==> src/rtl/vga_timing_gen.sv <==
// vga_timing_gen: parametrised VGA raster timing generator (horizontal + vertical counters)
// Ports: clk_pix pixel clock; clr_25MHz async active-high reset; en pixel clock-enable;
//        hsync/vsync sync levels per HS_POL/VS_POL; active visible-region flag;
//        x/y pixel coordinates (0 outside the visible region); line_end last-pixel strobe;
//        frame_start first-pixel strobe; frame_cnt 16-bit frame counter (only with
//        VGA_TIMING_FRAME_CNT_EN defined).
module vga_timing_gen #(
    parameter int H_ACTIVE = 640,
    parameter int H_FP     = 16,
    parameter int H_SYNC   = 96,
    parameter int H_BP     = 48,
    parameter int V_ACTIVE = 480,
    parameter int V_FP     = 10,
    parameter int V_SYNC   = 2,
    parameter int V_BP     = 33,
    parameter bit HS_POL   = 1'b0,
    parameter bit VS_POL   = 1'b0,
    parameter int CNT_W    = 12
) (
    input  logic             clk_pix,
    input  logic             clr_25MHz,
    input  logic             en,
    output logic             hsync,
    output logic             vsync,
    output logic             active,
    output logic [CNT_W-1:0] x,
    output logic [CNT_W-1:0] y,
    output logic             line_end,
    output logic             frame_start
`ifdef VGA_TIMING_FRAME_CNT_EN
    ,
    output logic [15:0]      frame_cnt
`endif
);
    localparam int H_TOTAL = H_ACTIVE + H_FP + H_SYNC + H_BP;
    localparam int V_TOTAL = V_ACTIVE + V_FP + V_SYNC + V_BP;
    localparam logic [CNT_W-1:0] H_LAST = CNT_W'(H_TOTAL - 1);
    localparam logic [CNT_W-1:0] V_LAST = CNT_W'(V_TOTAL - 1);
    localparam logic [CNT_W-1:0] HS_S   = CNT_W'(H_ACTIVE + H_FP);
    localparam logic [CNT_W-1:0] HS_E   = CNT_W'(H_ACTIVE + H_FP + H_SYNC);
    localparam logic [CNT_W-1:0] VS_S   = CNT_W'(V_ACTIVE + V_FP);
    localparam logic [CNT_W-1:0] VS_E   = CNT_W'(V_ACTIVE + V_FP + V_SYNC);
    localparam logic [CNT_W-1:0] H_ACT  = CNT_W'(H_ACTIVE);
    localparam logic [CNT_W-1:0] V_ACT  = CNT_W'(V_ACTIVE);
    if (H_TOTAL - 1 >= (1 << CNT_W) || V_TOTAL - 1 >= (1 << CNT_W)) begin : g_bad_width
        $error("vga_timing_gen: H_TOTAL-1 or V_TOTAL-1 does not fit in CNT_W");
    end
    if (H_FP == 0 || H_SYNC == 0 || H_BP == 0 || V_FP == 0 || V_SYNC == 0 || V_BP == 0) begin : g_bad_porch
        $error("vga_timing_gen: porch and sync widths must be non-zero");
    end
    logic [CNT_W-1:0] h_cnt, v_cnt, h_nxt, v_nxt;
    logic h_wrap, hs_nxt, vs_nxt, act_nxt, fs_nxt;
    // Outputs are registered from the post-increment counter values so that every
    // output describes the same pixel as the counters it is registered with.
    always_comb begin
        h_wrap  = h_cnt == H_LAST;
        h_nxt   = h_wrap ? '0 : h_cnt + CNT_W'(1);
        v_nxt   = h_wrap ? (v_cnt == V_LAST ? '0 : v_cnt + CNT_W'(1)) : v_cnt;
        hs_nxt  = (h_nxt >= HS_S && h_nxt < HS_E) ? HS_POL : ~HS_POL;
        vs_nxt  = (v_nxt >= VS_S && v_nxt < VS_E) ? VS_POL : ~VS_POL;
        act_nxt = h_nxt < H_ACT && v_nxt < V_ACT;
        fs_nxt  = h_nxt == '0 && v_nxt == '0;
    end
    always_ff @(posedge clk_pix or posedge clr_25MHz) begin
        if (clr_25MHz) begin
            h_cnt       <= H_LAST;
            v_cnt       <= V_LAST;
            hsync       <= ~HS_POL;
            vsync       <= ~VS_POL;
            active      <= 1'b0;
            x           <= '0;
            y           <= '0;
            line_end    <= 1'b0;
            frame_start <= 1'b0;
        end else begin
            line_end    <= 1'b0;
            frame_start <= 1'b0;
            if (en) begin
                h_cnt       <= h_nxt;
                v_cnt       <= v_nxt;
                hsync       <= hs_nxt;
                vsync       <= vs_nxt;
                active      <= act_nxt;
                x           <= act_nxt ? h_nxt : '0;
                y           <= act_nxt ? v_nxt : '0;
                line_end    <= h_nxt == H_LAST;
                frame_start <= fs_nxt;
            end
        end
    end
`ifdef VGA_TIMING_FRAME_CNT_EN
    always_ff @(posedge clk_pix or posedge clr_25MHz) begin
        if (clr_25MHz)
            frame_cnt <= '0;
        else if (en && fs_nxt)
            frame_cnt <= frame_cnt + 16'd1;
    end
`endif
endmodule

==> config.mk <==
export PLATFORM = sky130hd
export DESIGN_NAME = vga_timing_gen
export DESIGN_NICKNAME = d
export VERILOG_FILES = /design/src/rtl/vga_timing_gen.sv
export SDC_FILE = /design/constraint.sdc
export NUM_CORES = 1
export LEC_CHECK = 0
export ABC_AREA = 1
export BUFFER_PORTS_ARGS = -buffer_cell sky130_fd_sc_hd__buf_2
export CAP_MARGIN = 20
export CORE_MARGIN = 4
export CORE_UTILIZATION = 60
export CTS_BUF_LIST = sky130_fd_sc_hd__clkbuf_2 sky130_fd_sc_hd__clkbuf_4 sky130_fd_sc_hd__clkbuf_8
export DETAILED_ROUTE_END_ITERATION = 16
export GPL_TIMING_DRIVEN = 0
export PLACE_DENSITY_LB_ADDON = 0.12
export SYNTH_ARGS = -nofsm -noshare
export SYNTH_HDL_FRONTEND = slang
export SYNTH_SLANG_ARGS = --single-unit
==> constraint.sdc <==
create_clock -name clk_pix -period 2.84 [get_ports clk_pix]
set_input_delay 0.142 -clock clk_pix [delete_from_list [all_inputs] [get_ports clk_pix]]
set_output_delay 0.142 -clock clk_pix [all_outputs]
set_load 0.01 [all_outputs]
Yosys cells after proc, flatten, opt, wreduce, memory -nomap -nowiden. Index checks and enable logic that the tools add are counted.

Register bits: 53. Logic and storage cells: 35.

Add/sub/neg operators: 2. Order comparisons: 6. Eq/ne operators: 3. Multiplexer cells: 9. Reductions and logical operators: 6.

Operators by type and width (count): 12-bit 2-to-1 mux (5); 12-bit by 10-bit == test with 1-bit output, second input constant (3); 12-bit by 1-bit adder with 12-bit output, second input constant (2); 12-bit zero test (2); 12-bit by 10-bit less-than comparator with 1-bit output, second input constant (2); 12-bit by 9-bit less-than comparator with 1-bit output, second input constant (2); 12-bit by 10-bit >= comparator with 1-bit output, second input constant (1); 12-bit by 9-bit >= comparator with 1-bit output, second input constant (1); 1-bit logical AND (4); 1-bit 2-to-1 mux (4).

Longest topological paths before layout.
Depth in word-level cells: 6. Mapped depth: 14. Depth with buffers taken out: 13.

Worst setup path after synthesis. No wires, ideal clock.

Kind: reg2reg. From: register h_cnt[1]. To: register x[1]. Library setup time: 0.133 ns. Data arrival time: 1.897 ns. Required time: 2.707 ns. Path slack: 0.810 ns. Stages on the path, launching flop included: 12. Path through: dfstp_2 > ha_1 > nand2_2 > nor2_8 > nand3_4 > buf_6 > o21a_1 > nor2_2 > nand2_2 > nand3_2 > buf_6 > a21oi_2.

Cells in the longest elaborated chain, start to end: 5.

Ends and longest elaborated chain: start: declaration (RTL line 51) `logic [CNT_W-1:0] h_cnt, v_cnt, h_nxt, v_nxt;`; start signal: assignment (RTL line 79) `h_cnt <= h_nxt;`; 12-bit by 1-bit adder with 12-bit output / 12-bit by 10-bit == test with 1-bit output (equally long branches) (RTL line 57, 56); 12-bit 2-to-1 mux, on equally long branches (RTL line 57, 58); 12-bit by 10-bit less-than comparator with 1-bit output / 12-bit by 9-bit less-than comparator with 1-bit output (equally long branches) (RTL line 61) `act_nxt = h_nxt < H_ACT && v_nxt < V_ACT;`; 1-bit logical AND (RTL line 61); 12-bit 2-to-1 mux * (RTL line 84) `x <= act_nxt ? h_nxt : '0;`; end signal: assignment (RTL line 84); end: declaration (RTL line 26) `output logic [CNT_W-1:0] x,`.

Mark *: on every way between the ends. The rest lies on a longest branch, timed or not. A chain may end at the register's enable or synchronous reset.

Worst setup path after layout.
From: register h_cnt[1]. To: register x[3].

The elaborated chain is that of the path after synthesis.

==> out/summary.md <==
In this run the worst hold path is classified as input pin to flip-flop. The logs give 2.301 mW for the post-route total power and 419 for the number of instances in the synthesized netlist. The logs give 0 for the count of pins over their slew limit and 0 for the number of synthesis warnings. The layout has 443 filler cells. Total via count in the routed design: 2908. Summing every instance area after synthesis gives 3161 µm². In this run, CTS created clock tree buffers numbering 5. The first routing iteration left 271 violations.

Grouping stages by cell kind, the critical path spends the most delay in simple AND/OR/NAND/NOR gates. The synthesized design contains 53 register bits. The floorplan step set the die width to 80.58 µm. The final antenna-violating net count is 0, and the fraction of registers with async set or reset after synthesis is 100.0%.

The worst pin sits at a relative slew slack of 60.24%. Based on the critical path, the design can be clocked at up to 437.6 MHz. In this run the power density over the cells is 650.2 nW/µm². The final net count is 466. The antenna diode count was 0; the number of nets in the synthesized netlist was 427. The buffer and inverter count on the worst path is 1, and the global routing usage summed across all routing layers is 26.26%.

Counting instances, the worst hold path has a depth of 4. The total congestion overflow is 0. The library cells used most frequently in the layout, excluding fill and tap cells, are 126 x sky130_fd_sc_hd__nand2_1, 42 x sky130_fd_sc_hd__inv_1, 41 x sky130_fd_sc_hd__dfrtp_1.

The initial utilization of the core area, before any placement, comes to 61.88%. STA puts the critical path data required time at 3.03 ns. The number of cells on the critical path was 11; the hold violation total from the final report was 0. Number of max-capacitance violations reported: 0. The largest total area in the synthesized netlist belongs to sky130_fd_sc_hd__dfrtp_1.

Between clock sinks in the finished design, the worst skew comes to 0.01278 ns. The worst register-to-register path has a depth of 11. The run gives 0 as the initial antenna violation count. The critical path goes through ha_1, nand2_2, nor2_8, nand3_4, o21ai_1, nand2_1, nor2_2, nand2_2, nand3_2, buf_6, o21ai_2. Sorting the synthesized cells by area gives the leading types as sky130_fd_sc_hd__dfrtp_1 32%, sky130_fd_sc_hd__nand2_1 15%, sky130_fd_sc_hd__dfstp_2 10%. The die height was 80.58 µm.

Clock tree root driver cell: sky130_fd_sc_hd__clkbuf_8. The number of different library cells in the post-synthesis netlist is 32, and the register area is 1341 µm². After detailed routing, the total wire length is 7.749 mm. Dividing the detail-routed wire length by the instance count gives 14.65 µm. The smallest clock period supported by the final layout is computed as 2.285 ns. The per-instance average area after synthesis was 7.543 µm². The critical path is of the flip-flop to flip-flop type. Of the synthesized area, sequential elements account for 42.44%. The CTS sink count came out at 53. The run finished with clean final reports.

For this design the top-level I/O count stands at 32. The maximum number of pins on one net before global-route repair was 39. The cell that appears most often on the critical path is sky130_fd_sc_hd__nand2_2.

The first detailed-routing pass ran for 7 iterations. The commonest non-fill, non-tap cell in the layout is sky130_fd_sc_hd__nand2_1. Clock-pin slew was measured on the worst setup and hold paths at 0.08 ns. The number of enable-type register cells in the synthesized netlist is 0, and the relative area change from synthesis to final layout is 12.00%.

The number of global-route vias before repair came out at 2796. The cell with the largest stage delay on the worst path is sky130_fd_sc_hd__dfstp_2. Using the TritonRoute via totals, the vias-per-cell ratio works out to 5.497. The period utilization is 80.47%. The wire-length estimate of the detail-placed layout is 5.810 mm.

The die covers 6492 µm². Data on the critical path arrives at its endpoint at 2.48 ns. Setup repair after global routing left no endpoint under its margin. The number of setup buffers added after CTS came out at 0. Along the worst path, the maximum fanout reaches 10.

IR analysis of the VDD net gives a maximum drop of 0.4729 mV. Most used flip-flop cell after synthesis: sky130_fd_sc_hd__dfrtp_1. TritonCTS built the clock tree. For the final routed database, the setup TNS stands at 0 ns. The initialized floorplan defines 26 standard-cell rows. Maximum clock path buffer count: 2. Of the post-synthesis cell area, the dominant cell type holds 32.46%. The tools report the DRC violations left as 0. Quantity of I/O buffers inserted on ports: 30. The delay contributed by the slowest stage of the critical path is 0.58 ns, and the fraction of layout cells with a size suffix above 1 is 22.88%.

Summed over all cells, the static leakage comes to 1.737 nW. The placeable core region came out at 5107 µm². For the pin with the worst max-slew slack, the measured transition is 0.5964 ns. At the end of routability-driven placement, the weighted congestion stood at 0.9399. The endpoint class of the critical path was a flip-flop.

The first global-routing pass estimated 13.13 mm of wire. The run gives 2 as the number of H-tree branching levels. The multi-input combinational cell area is 1569 µm², and the setup violation total in the final timing report is 0. The clock network latency to the later pin of the worst-skew pair came out at 0.31 ns.

The worst setup path is launched from a flip-flop.
[through the flow]
step           cells  utilization (%)  hold slack (ns)  instance area [µm²]  setup slack (ns)
3_5_place_dp     520            66.93           0.1355                 3418            0.5623
4_1_cts          529            69.30           0.2771                 3540            0.5413
2_1_floorplan    419                -           0.4744                 3161            0.8103
3_3_place_gp     519            66.54           0.4616                 3398            0.5697
5_1_grt          529            69.30           0.3517                 3540            0.3822
6_report         529            69.30           0.3088                 3540            0.5546
[sequential cells by signal, indices dropped and copies added, names as in the netlist]
signal       flops
line_end         1
hsync            1
h_cnt           12
frame_start      1
active           1
y               12
x               12
v_cnt           12
vsync            1
[cells in the mapped netlist, types with 4 or more instances]
| library cell | instances |
|---|---|
| sky130_fd_sc_hd__nand2_1 | 126 |
| sky130_fd_sc_hd__inv_1 | 43 |
| sky130_fd_sc_hd__dfrtp_1 | 41 |
| sky130_fd_sc_hd__nand3_1 | 40 |
| sky130_fd_sc_hd__nor2_1 | 38 |
| sky130_fd_sc_hd__o21ai_0 | 27 |
| sky130_fd_sc_hd__o21ai_2 | 17 |
| sky130_fd_sc_hd__nand4_1 | 13 |
| sky130_fd_sc_hd__dfstp_2 | 12 |
| sky130_fd_sc_hd__nand2_2 | 8 |
| sky130_fd_sc_hd__clkbuf_1 | 7 |
| sky130_fd_sc_hd__nor2_2 | 6 |
| sky130_fd_sc_hd__ha_1 | 5 |
| sky130_fd_sc_hd__inv_2 | 4 |
[worst paths after layout]
kind | startpoint | endpoint | slack, ns
max in group asynchronous | clr_25MHz | h_cnt[9] | 1.89
worst min-delay path | en | h_cnt[1] | 0.31
worst max register to register | h_cnt[1] | x[3] | 0.55
worst max-delay path | h_cnt[1] | x[3] | 0.55
min in group asynchronous | clr_25MHz | v_cnt[7] | 0.37
worst min register to register | x[3] | x[3] | 0.48
[area by class of cell]
class | instances | share of cell area [%]
multi-input combinational | 306 | 44.33
timing repair buffer | 32 | 5.090
buffer | 12 | 1.909
clock inverter | 2 | 0.9898
inverter | 48 | 5.161
sequential | 53 | 37.89
clock buffer | 6 | 2.156
tap | 70 | 2.474
[worst reg2reg max path, delay by kind of cell (launching register included)]
kind / cells / cell delay (ns)
flops: 1 / 0.58
buf+inv: 1 / 0.18
fa+ha+maj: 1 / 0.23
compound gates: 2 / 0.38
simple gates: 7 / 0.81
[kinds of logic (layout without fill, tap and decap cells)]
logic type	after synthesis	after routing	synth area share [%]
xor+xnor	1	1	0.2772
fa+ha+maj	5	5	1.979
buf+inv	60	100	7.918
simple gates	249	249	36.78
compound gates	51	51	10.61
flops	53	53	42.44
[layer usage]
layer / vias to the layer above / global-route usage, % / part of all wire, % / wire length [µm]
met1: 1379 / 31.90 / 41 / 3186
met5: - / 0 / 0 / 0
li1: 1420 / - / - / -
met3: 16 / 4.036 / 4.9 / 381
met2: 93 / 46.03 / 52 / 4000
met4: 0 / 10.98 / 2.3 / 180
[where the power goes]
group	internal [mW]	switching (mW)	total (mW)	leakage, nW
Clock	0.271	0.244	0.515	0.0586
Combinational	0.252	0.494	0.746	0.999
Sequential	0.909	0.131	1.04	0.680
Total	1.43	0.869	2.30	1.74
[timing repair]
action / 4_1_cts / 5_1_grt
hold buffers: 1 / 0
resized for setup: 0 / 0
setup endpoints to repair: 0 / 0
hold endpoints to repair: 12 / 0
No activity file was read; power rests on OpenSTA's default activity.
